`config.mk`:
```
export PLATFORM = sky130hd
export DESIGN_NAME = memory_access_flat
export DESIGN_NICKNAME = d
export VERILOG_FILES = /design/src/rtl/memory_access_if.sv /design/src/rtl/memory_access.sv /design/src/flat_wrapper.sv
export SDC_FILE = /design/constraint.sdc
export NUM_CORES = 1
export LEC_CHECK = 0
export ABC_AREA = 1
export BUFFER_PORTS_ARGS = -buffer_cell sky130_fd_sc_hd__buf_4
export CAP_MARGIN = 20
export CORE_AREA = 2 2 186 188
export CTS_CLUSTER_SIZE = 14
export DETAILED_ROUTE_END_ITERATION = 16
export DIE_AREA = 0 0 188 190
export PLACE_DENSITY_LB_ADDON = 0.15
export SYNTH_ARGS = -nofsm -noshare
export SYNTH_HDL_FRONTEND = slang
export SYNTH_SLANG_ARGS = --single-unit
export TNS_END_PERCENT = 20
```
`constraint.sdc`:
```
create_clock -name clk -period 2 [get_ports clk]
set_input_delay 0.4 -clock clk [delete_from_list [all_inputs] [get_ports clk]]
set_output_delay 0.4 -clock clk [all_outputs]
set_load 0.02 [all_outputs]
```
`src/rtl/memory_access_if.sv`:
```
// -----------------------------------------------------------------------------
// memory_access_if
// Data-memory bus between the memory-access pipeline stage and data memory.
//
// Signals:
//   dreq_valid   request to data memory (held until dresp_ack)
//   dreq_addr    8-byte-aligned request address
//   dreq_write   1 = store, 0 = load
//   dreq_strobe  byte enables for the aligned word
//   dreq_wdata   store data shifted into its byte lanes
//   dresp_ack    one-cycle completion pulse from memory
//   dresp_rdata  aligned read word, valid with dresp_ack
//
// Modports:
//   master  pipeline stage side (drives requests, receives responses)
//   slave   memory side
// -----------------------------------------------------------------------------
interface memory_access_if #(
  parameter int ADDR_W = 64,
  parameter int DATA_W = 64
);
  logic                  dreq_valid;
  logic [ADDR_W-1:0]     dreq_addr;
  logic                  dreq_write;
  logic [DATA_W/8-1:0]   dreq_strobe;
  logic [DATA_W-1:0]     dreq_wdata;
  logic                  dresp_ack;
  logic [DATA_W-1:0]     dresp_rdata;

  modport master (
    output dreq_valid, dreq_addr, dreq_write, dreq_strobe, dreq_wdata,
    input  dresp_ack, dresp_rdata
  );

  modport slave (
    input  dreq_valid, dreq_addr, dreq_write, dreq_strobe, dreq_wdata,
    output dresp_ack, dresp_rdata
  );
endinterface

```
`src/rtl/memory_access.sv`:
```
// -----------------------------------------------------------------------------
// memory_access
// Memory-access pipeline stage sitting just upstream of writeback. On each
// global advance it latches the EX/MEM payload, issues at most one data-memory
// request for that instruction, aligns load data (sign/zero extension) and
// store data (byte strobes), and presents the result to the MEM/WB register.
// While a request is outstanding ok_to_proceed is held low to stall the
// whole pipeline.
//
// Optional feature: define MISALIGN_TRAP_EN to flag accesses not aligned to
// their size (no request is issued, out_misaligned=1). Without it,
// out_misaligned is 0 and misaligned accesses go out with a truncated strobe.
//
// Ports:
//   clk, rst                 clock, synchronous active-low reset
//   ok_to_proceed_overall    global advance; latch new payload this edge
//   ok_to_proceed            this stage is ready to advance
//   in_*                     EX/MEM payload (valid, isMem, isMemRead, size,
//                            unsigned, memAddr, storeData)
//   dmem                     data-memory bus (memory_access_if.master)
//   out_*                    MEM/WB payload (valid, memOut, memAddr,
//                            misaligned)
// -----------------------------------------------------------------------------
module memory_access #(
  parameter int ADDR_W = 64,
  parameter int DATA_W = 64
) (
  input  logic                clk,
  input  logic                rst,
  input  logic                ok_to_proceed_overall,
  output logic                ok_to_proceed,
  input  logic                in_valid,
  input  logic                in_isMem,
  input  logic                in_isMemRead,
  input  logic [1:0]          in_size,
  input  logic                in_unsigned,
  input  logic [ADDR_W-1:0]   in_memAddr,
  input  logic [DATA_W-1:0]   in_storeData,
  memory_access_if.master     dmem,
  output logic                out_valid,
  output logic [DATA_W-1:0]   out_memOut,
  output logic [ADDR_W-1:0]   out_memAddr,
  output logic                out_misaligned
);

  localparam int STRB_W = DATA_W / 8;
  localparam int OFF_W  = $clog2(STRB_W);

  typedef enum logic [1:0] {IDLE, REQ, DONE} state_t;

  state_t              state_q, state_d;
  logic                ok_q, ok_d;
  logic                dreq_valid_q, dreq_valid_d;
  logic [ADDR_W-1:0]   dreq_addr_q, dreq_addr_d;
  logic                dreq_write_q, dreq_write_d;
  logic [STRB_W-1:0]   dreq_strobe_q, dreq_strobe_d;
  logic [DATA_W-1:0]   dreq_wdata_q, dreq_wdata_d;
  logic                out_valid_q, out_valid_d;
  logic [DATA_W-1:0]   mem_out_q, mem_out_d;
  logic [ADDR_W-1:0]   mem_addr_q, mem_addr_d;
  logic                misaligned_q, misaligned_d;
  logic [1:0]          size_q, size_d;
  logic                unsigned_q, unsigned_d;

  logic [OFF_W-1:0]    in_off;
  logic                misaligned;
  logic [STRB_W-1:0]   strobe_base;
  logic [DATA_W-1:0]   rdata_shifted;
  logic [DATA_W-1:0]   load_ext;

  assign in_off = in_memAddr[OFF_W-1:0];

  // Misalignment check on the incoming payload; only meaningful with the trap
  // feature enabled, otherwise misaligned accesses are simply issued.
  always_comb begin
    misaligned = 1'b0;
`ifdef MISALIGN_TRAP_EN
    case (in_size)
      2'd1:    misaligned = in_off[0];
      2'd2:    misaligned = |in_off[1:0];
      2'd3:    misaligned = |in_off;
      default: misaligned = 1'b0;
    endcase
`endif
  end

  // Unshifted byte-enable pattern for the access size.
  always_comb begin
    strobe_base = '0;
    case (in_size)
      2'd0:    strobe_base = STRB_W'(8'h01);
      2'd1:    strobe_base = STRB_W'(8'h03);
      2'd2:    strobe_base = STRB_W'(8'h0F);
      default: strobe_base = STRB_W'(8'hFF);
    endcase
  end

  // Load alignment uses the latched address offset: shift the wanted bytes
  // down to lane 0, then extend. Doubleword loads ignore the unsigned flag.
  always_comb begin
    rdata_shifted = dmem.dresp_rdata >> {mem_addr_q[OFF_W-1:0], 3'b000};
    load_ext      = rdata_shifted;
    case (size_q)
      2'd0: load_ext = unsigned_q ? {{(DATA_W-8){1'b0}}, rdata_shifted[7:0]}
                                  : {{(DATA_W-8){rdata_shifted[7]}}, rdata_shifted[7:0]};
      2'd1: load_ext = unsigned_q ? {{(DATA_W-16){1'b0}}, rdata_shifted[15:0]}
                                  : {{(DATA_W-16){rdata_shifted[15]}}, rdata_shifted[15:0]};
      2'd2: load_ext = unsigned_q ? {{(DATA_W-32){1'b0}}, rdata_shifted[31:0]}
                                  : {{(DATA_W-32){rdata_shifted[31]}}, rdata_shifted[31:0]};
      default: load_ext = rdata_shifted;
    endcase
  end

  // Next-state logic. DONE accepts a new payload exactly like IDLE so that
  // back-to-back accesses need no idle bubble. In REQ the global advance is
  // ignored and the request fields are held until the ack.
  always_comb begin
    state_d       = state_q;
    ok_d          = ok_q;
    dreq_valid_d  = dreq_valid_q;
    dreq_addr_d   = dreq_addr_q;
    dreq_write_d  = dreq_write_q;
    dreq_strobe_d = dreq_strobe_q;
    dreq_wdata_d  = dreq_wdata_q;
    out_valid_d   = out_valid_q;
    mem_out_d     = mem_out_q;
    mem_addr_d    = mem_addr_q;
    misaligned_d  = misaligned_q;
    size_d        = size_q;
    unsigned_d    = unsigned_q;

    case (state_q)
      IDLE, DONE: begin
        if (ok_to_proceed_overall) begin
          state_d      = IDLE;
          out_valid_d  = in_valid;
          mem_addr_d   = in_memAddr;
          size_d       = in_size;
          unsigned_d   = in_unsigned;
          mem_out_d    = '0;
          misaligned_d = in_valid & in_isMem & misaligned;
          if (in_valid && in_isMem && !misaligned) begin
            state_d       = REQ;
            ok_d          = 1'b0;
            dreq_valid_d  = 1'b1;
            dreq_addr_d   = {in_memAddr[ADDR_W-1:OFF_W], {OFF_W{1'b0}}};
            dreq_write_d  = ~in_isMemRead;
            dreq_strobe_d = strobe_base << in_off;
            dreq_wdata_d  = in_storeData << {in_off, 3'b000};
          end
        end
      end
      REQ: begin
        if (dmem.dresp_ack) begin
          state_d      = DONE;
          ok_d         = 1'b1;
          dreq_valid_d = 1'b0;
          if (!dreq_write_q) begin
            mem_out_d = load_ext;
          end
        end
      end
      default: state_d = IDLE;
    endcase
  end

  // State register; reset abandons any outstanding request.
  always_ff @(posedge clk) begin
    if (!rst) begin
      state_q       <= IDLE;
      ok_q          <= 1'b1;
      dreq_valid_q  <= 1'b0;
      dreq_addr_q   <= '0;
      dreq_write_q  <= 1'b0;
      dreq_strobe_q <= '0;
      dreq_wdata_q  <= '0;
      out_valid_q   <= 1'b0;
      mem_out_q     <= '0;
      mem_addr_q    <= '0;
      misaligned_q  <= 1'b0;
      size_q        <= 2'd0;
      unsigned_q    <= 1'b0;
    end else begin
      state_q       <= state_d;
      ok_q          <= ok_d;
      dreq_valid_q  <= dreq_valid_d;
      dreq_addr_q   <= dreq_addr_d;
      dreq_write_q  <= dreq_write_d;
      dreq_strobe_q <= dreq_strobe_d;
      dreq_wdata_q  <= dreq_wdata_d;
      out_valid_q   <= out_valid_d;
      mem_out_q     <= mem_out_d;
      mem_addr_q    <= mem_addr_d;
      misaligned_q  <= misaligned_d;
      size_q        <= size_d;
      unsigned_q    <= unsigned_d;
    end
  end

  assign ok_to_proceed    = ok_q;
  assign dmem.dreq_valid  = dreq_valid_q;
  assign dmem.dreq_addr   = dreq_addr_q;
  assign dmem.dreq_write  = dreq_write_q;
  assign dmem.dreq_strobe = dreq_strobe_q;
  assign dmem.dreq_wdata  = dreq_wdata_q;
  assign out_valid        = out_valid_q;
  assign out_memOut       = mem_out_q;
  assign out_memAddr      = mem_addr_q;
  assign out_misaligned   = misaligned_q;

endmodule

```
`src/flat_wrapper.sv`:
```
// flat-port wrapper written by rule: the top's interface ports become plain ports
module memory_access_flat 
#(
  parameter int ADDR_W = 64,
  parameter int DATA_W = 64
)
  (clk, rst, ok_to_proceed_overall, ok_to_proceed, in_valid, in_isMem, in_isMemRead, in_size, in_unsigned, in_memAddr, in_storeData, out_valid, out_memOut, out_memAddr, out_misaligned, dmem_dreq_valid, dmem_dreq_addr, dmem_dreq_write, dmem_dreq_strobe, dmem_dreq_wdata, dmem_dresp_ack, dmem_dresp_rdata);
  memory_access_if #(.ADDR_W(ADDR_W), .DATA_W(DATA_W)) dmem_i ();
  input  logic clk;
  input  logic rst;
  input  logic ok_to_proceed_overall;
  output logic ok_to_proceed;
  input  logic in_valid;
  input  logic in_isMem;
  input  logic in_isMemRead;
  input  logic [1:0] in_size;
  input  logic in_unsigned;
  input  logic [ADDR_W-1:0] in_memAddr;
  input  logic [DATA_W-1:0] in_storeData;
  output logic out_valid;
  output logic [DATA_W-1:0] out_memOut;
  output logic [ADDR_W-1:0] out_memAddr;
  output logic out_misaligned;
  output wire logic [$bits(dmem_i.dreq_valid)-1:0] dmem_dreq_valid;
  output wire logic [$bits(dmem_i.dreq_addr)-1:0] dmem_dreq_addr;
  output wire logic [$bits(dmem_i.dreq_write)-1:0] dmem_dreq_write;
  output wire logic [$bits(dmem_i.dreq_strobe)-1:0] dmem_dreq_strobe;
  output wire logic [$bits(dmem_i.dreq_wdata)-1:0] dmem_dreq_wdata;
  input wire logic [$bits(dmem_i.dresp_ack)-1:0] dmem_dresp_ack;
  input wire logic [$bits(dmem_i.dresp_rdata)-1:0] dmem_dresp_rdata;
  assign dmem_dreq_valid = dmem_i.dreq_valid;
  assign dmem_dreq_addr = dmem_i.dreq_addr;
  assign dmem_dreq_write = dmem_i.dreq_write;
  assign dmem_dreq_strobe = dmem_i.dreq_strobe;
  assign dmem_dreq_wdata = dmem_i.dreq_wdata;
  assign dmem_i.dresp_ack = dmem_dresp_ack;
  assign dmem_i.dresp_rdata = dmem_dresp_rdata;
  memory_access #(.ADDR_W(ADDR_W), .DATA_W(DATA_W)) u_core (.clk(clk), .rst(rst), .ok_to_proceed_overall(ok_to_proceed_overall), .ok_to_proceed(ok_to_proceed), .in_valid(in_valid), .in_isMem(in_isMem), .in_isMemRead(in_isMemRead), .in_size(in_size), .in_unsigned(in_unsigned), .in_memAddr(in_memAddr), .in_storeData(in_storeData), .dmem(dmem_i), .out_valid(out_valid), .out_memOut(out_memOut), .out_memAddr(out_memAddr), .out_misaligned(out_misaligned));
endmodule
```
======== Word level (Yosys, flattened, before mapping) ========
Cells that the tools add are included.
word-level totals
  bits in registers ....................... 270
  input port bits ......................... 202
  output and inout port bits .............. 269
  logic and storage cells ................. 58
operators by class
  eq/ne operators ......................... 10
  shifts and indexed selects .............. 3
  muxes and demuxes ....................... 21
  bitwise logic cells ..................... 1
  reductions and logical operators ........ 11
operators by type and width
  operator            count
  $mux 64             6
  $pmux 64 s3         1
  $pmux 64 s2         1
  $shl 64x6->64       1
  $shr 64x6->64       1
  $pmux 8 s3          1
  $reduce_and 4->1    2
  $shl 8x3->8         1
  $mux 1              7
  $eq 2x1->1 const B  3
  $eq 2x2->1 const B  3
  $logic_not 2->1     3
  $ne 2x2->1 const B  3
  $mux 2              2
  $pmux 1 s2          2
  $pmux 2 s2          1
  $reduce_and 2->1    2
  $reduce_and 3->1    1
  $ne 2x1->1 const B  1
  $reduce_bool 2->1   1
  $reduce_or 2->1     1
  $logic_and 1x1->1   1
  $not 1->1           1

======== Depth between registers and ports, before layout ========
  word-level depth ........................ 6
  mapped depth ............................ 13
  mapped depth without buffers ............ 11

======== Least setup slack after synthesis ========
No wires, ideal clock.
  path type ............................... register to register
  start point ............................. reg u_core.mem_addr_q[0], in the netlist u_core.out_memAddr[0]
  end point ............................... reg u_core.mem_out_q[33], in the netlist u_core.out_memOut[33]
  library setup time ...................... 0.135 ns
  data arrival time ....................... 1.491 ns
  required time ........................... 1.865 ns
  path slack .............................. 0.374 ns
  cell stages (with the launch flop) ...... 12
  buffers on the path ..................... 2
  clock period less this slack ............ 1.626 ns
  path through ............................ dfxtp_1 > buf_6 > inv_6 > nand2_1 > nand3_1 > nand3_1 > nand2_2 > nand2_4 > nand2_4 > buf_4 > o21bai_1 > a21oi_1
on the way
  longest elaborated chain between the ends .. 6
  elaborated cells on any way between the ends .. 8
  those cells by class .................... shift: 1; mux: 7
RTL lines
  item                               line                                                              RTL
  start, declared                    memory_access.sv:60                                               logic [ADDR_W-1:0] mem_addr_q, mem_addr_d;
  start signal, assigned             memory_access.sv:193                                              mem_addr_q <= mem_addr_d;
  $shr 64x6->64 *                    memory_access.sv:101                                              rdata_shifted = dmem.dresp_rdata >> {mem_addr_q[OFF_W-1:0], 3'b000};
  $mux 64, on equally long branches  memory_access.sv:108, memory_access.sv:104, memory_access.sv:106
  $pmux 64 s3 *                      memory_access.sv:103                                              case (size_q)
  $mux 64 *                          memory_access.sv:158                                              if (!dreq_write_q) begin
  $mux 64 *                          memory_access.sv:154                                              if (dmem.dresp_ack) begin
  $pmux 64 s2 *                      memory_access.sv:132                                              case (state_q)
  end signal, assigned               memory_access.sv:192                                              mem_out_q <= mem_out_d;
  end, declared                      memory_access.sv:59                                               logic [DATA_W-1:0] mem_out_q, mem_out_d;
Every way passes the cells marked *; elsewhere a longest branch is shown, timed or not. The select of a mux whose other input is x is not followed.
A chain may end at the register's enable or synchronous reset.

======== Final worst setup path ========
  start point ............................. reg u_core.mem_addr_q[0], in the netlist u_core.out_memAddr[0]
  end point ............................... out out_memAddr[0]
RTL lines
  item           line                RTL
  end, declared  flat_wrapper.sv:22  output logic [ADDR_W-1:0] out_memAddr;
No word-level cell between the ends.

==> impl_results.md <==
- Antenna violations before repair: 2
- WP data required: 1.60 ns
- Drt drc: 0
- Fraction of layout cells with a size suffix above 1: 0.2513
- Setup TNS: 0 ns
- CTS root buf: clkbuf_16
- Final setup fails: 0
- Yosys cell types: 40
- Final core utilization: 0.5377
- Largest net degree at the start of global routing: 118
- Hpwl dp: 36940 microns
- Worst IR Drop VDD: ~630 uV
- P_int: between 10 and 15 mW
- Most common cell after layout, fill and taps aside: nand2_1
- Logic pwr share: 0.197
- RSZ-0062 raised after global routing: no
- Dpl cell area: about 0.017 sq mm
- Vias in the first global route: 13860
- Number of synthesis warnings: 0
- Die ar.: 0.03572 sq mm
- Clock slew seen by the registers of the worst setup and hold paths: 0.06 ns
- Number of synthesized flops with an enable pin: 0
- Total number of vias: approximately 15000
- Worst-Skew Late Latency: 0.57 ns
- Maxcap violations: 0
- CTS H-tree depth: 1
- Starting Density: 0.3905
- Clk sinks: 270
- Layout Area Growth over Synthesis: 37.72%
- Fin crit period: 1.929 ns
- TritonCTS Buffers: 31
- Final hold viol count: 0
- Port bufs: 466
- Leak Pwr: 8.463 nW
- CP Launch Type: flip-flop
- Post-synthesis register bit count: 270
- Via-to-Cell Ratio: 5.147
- Sequential share of the synthesized area: 0.4078
- Final WL: just over 50000 microns
- Least-Margin Pin Slew: between 0.7 and 0.8 ns
- Nets: between 2000 and 3000
- Post-synthesis instance total: just under 2000
- Deepest clock path buffer count: 3
- Clock Power Share: 0.408
- Final Skew: 0.01263 ns
- Switching Share: 0.2901
- Gpl congestion: around 0.95
- Data arrival, critical path: 1.53 ns
- Worst hold path class: in -> reg
- Final worst-path cycle share: 0.9647
- First-pass GRT wire length: 77050 microns
- CTS tree: done
- Critical-path maximum fanout: 46
- Post-synth ARST share: 0
- Core Rows: 68
- Crit. End Element: output pin
- Drt wl/cell: roughly 18 microns
- Die span in y: around 190 microns
- Post-CTS Repair Setup Buffers: 0
- Detailed Route Iter0 Violations: 1089
- Synth Flop Type: dfxtp_1
- R2r setup slk: 0.16 ns
- Max transition margin: 0.4996
- Commonest non-fill, non-tap cells in the layout: 559 x nand2_1, 494 x buf_4, 274 x nor2_1
- Global Route Usage Sum: 0.2712
- GRT overflow: 0
- Outcome: completed
- Post-route cell area: ~0.018 sq mm
- Die Width: between 150 and 200 microns
- Slew Viols, Final: 0
- Sequential Power Share: 0.396
- Core box area: approximately 0.034 sq mm
- Post-synthesis cell area: 0.01326 sq mm
- Filler Cell Count: ~3400
- NetSw: 4.210 mW
- Worst Setup Path Type: reg -> out
- Drt first pass iters: 6
- Max Fclk: 0.5183 GHz
- Post-route antenna net violation count: 0
- Final Power: 14.51 mW
- Ports: 471
- Pwr dens: 794.9 mW/mm^2
- Synth Area per Inst: 6.678 sq um
## cell usage after synthesis (all sizes together) (2+ instances only)
| cell type | count | share of area |
|---|---|---|
| nand2 | 566 | 0.16 |
| nor3 | 3 | 0.0020 |
| clkbuf | 81 | 0.023 |
| nor2 | 278 | 0.081 |
| a31oi | 7 | 0.0033 |
| o21bai | 32 | 0.018 |
| o21ai | 252 | 0.095 |
| a21oi | 131 | 0.052 |
| o221ai | 2 | 0.0013 |
| or2 | 6 | 0.0028 |
| inv | 85 | 0.025 |
| dfxtp | 270 | 0.41 |
| mux2i | 12 | 0.0091 |
| a2bb2oi | 4 | 0.0026 |
| o211ai | 44 | 0.025 |
| buf | 78 | 0.036 |
| o211a | 2 | 0.0015 |
| a22oi | 5 | 0.0028 |
| o311ai | 3 | 0.0020 |
| o22ai | 6 | 0.0028 |
| nand3 | 113 | 0.043 |
## power groups by stage
stage / registers, mW / logic, mW / clock network [mW]
2_1_floorplan: 6.10 / 1.36 / 0
3_3_place_gp: 5.85 / 2.81 / 0
3_5_place_dp: 5.86 / 2.82 / 0
4_1_cts: 5.74 / 2.84 / 6.04
5_1_grt: 5.76 / 3.10 / 6.28
6_report: 5.74 / 2.85 / 5.92
## logic make-up after synthesis
| logic type | Yosys count | share of synthesized area |
|---|---|---|
| AND/OR/NAND/NOR | 968 | 0.2920 |
| AO/OA/AOI/OAI | 489 | 0.2075 |
| flip-flops | 270 | 0.4078 |
| buffers and inverters | 245 | 0.08344 |
| multiplexers | 12 | 0.009062 |
| other | 1 | 0.0002829 |
## worst max-delay path, cell delays in order, from the launching register on
cell,delay [ns]
dfxtp_4,0.38
buf_12,0.21
buf_16,0.22
buf_8,0.14
## path summary, 6_finish.rpt
path                                                          from                                     end  cells after the start
worst min-delay path                                in_memAddr[29]  u_core.dmem.dreq_addr[29]$_SDFFE_PN0P_                      3
worst max register to register  u_core.out_memAddr[0]$_SDFFE_PN0P_       u_core.out_memOut[8]$_SDFFE_PN0P_                     10
worst max-delay path            u_core.out_memAddr[0]$_SDFFE_PN0P_                          out_memAddr[0]                      3
worst min register to register  u_core.out_memOut[52]$_SDFFE_PN0P_      u_core.out_memOut[52]$_SDFFE_PN0P_                      2
## metal layers
layer	part of all wire	routed length [microns]	up-vias	track usage
met2	0.49	24500	586	0.4739
met5	0	0	-	0
met3	0.079	3999	92	0.05663
li1	-	-	7268	-
met1	0.41	20430	6760	0.3322
met4	0.030	1499	0	0.08964
## flip-flops by register name (all words and copies together) (netlist names)
| register | cells |
|---|---|
| u_core.unsigned_q | 1 |
| u_core.dmem.dreq_write | 1 |
| u_core.size_q | 2 |
| u_core.out_valid | 1 |
| u_core.dmem.dreq_addr | 61 |
| u_core.dmem.dreq_wdata | 64 |
| u_core.dmem.dreq_strobe | 8 |
| u_core.dmem.dreq_valid | 1 |
| u_core.state_q | 2 |
| u_core.out_memAddr | 64 |
| u_core.out_memOut | 64 |
| u_core.ok_to_proceed | 1 |
## stage by stage
| step | hold slack, ns | setup WS (ns) | std cells |
|---|---|---|---|
| global route | 0.07339 | 0.002483 | 2856 |
| global placement | 0.4517 | 0.2103 | 2798 |
| CTS | 0.05667 | 0.007201 | 2855 |
| finish | 0.08920 | 0.07058 | 2857 |
| floorplan | 0.4549 | 0.3740 | 1988 |
| detailed placement | 0.4526 | 0.1905 | 2798 |
## repair_timing
item | 4_1_cts | 5_1_grt
setup endpoints to repair | 2 | 2
hold endpoints to repair | 1 | 0
gates resized for setup | 5 | 3
pin swaps | 0 | 0
hold buffers | 1 | 0
## layout make-up
type                    count  area (sq um)  share of cell area
flip-flops and latches    270          5410              0.2964
multi-input cells        1473          6765              0.3706
well taps                 455         569.3             0.03119
diodes                      2         5.005           0.0002742
clock inverters            10         167.7            0.009184
clock buffers              46         892.1             0.04887
repair buffers            515          4113              0.2253
inverters                  86         332.8             0.01823
Note: power is estimated with default switching activity, not from simulation.
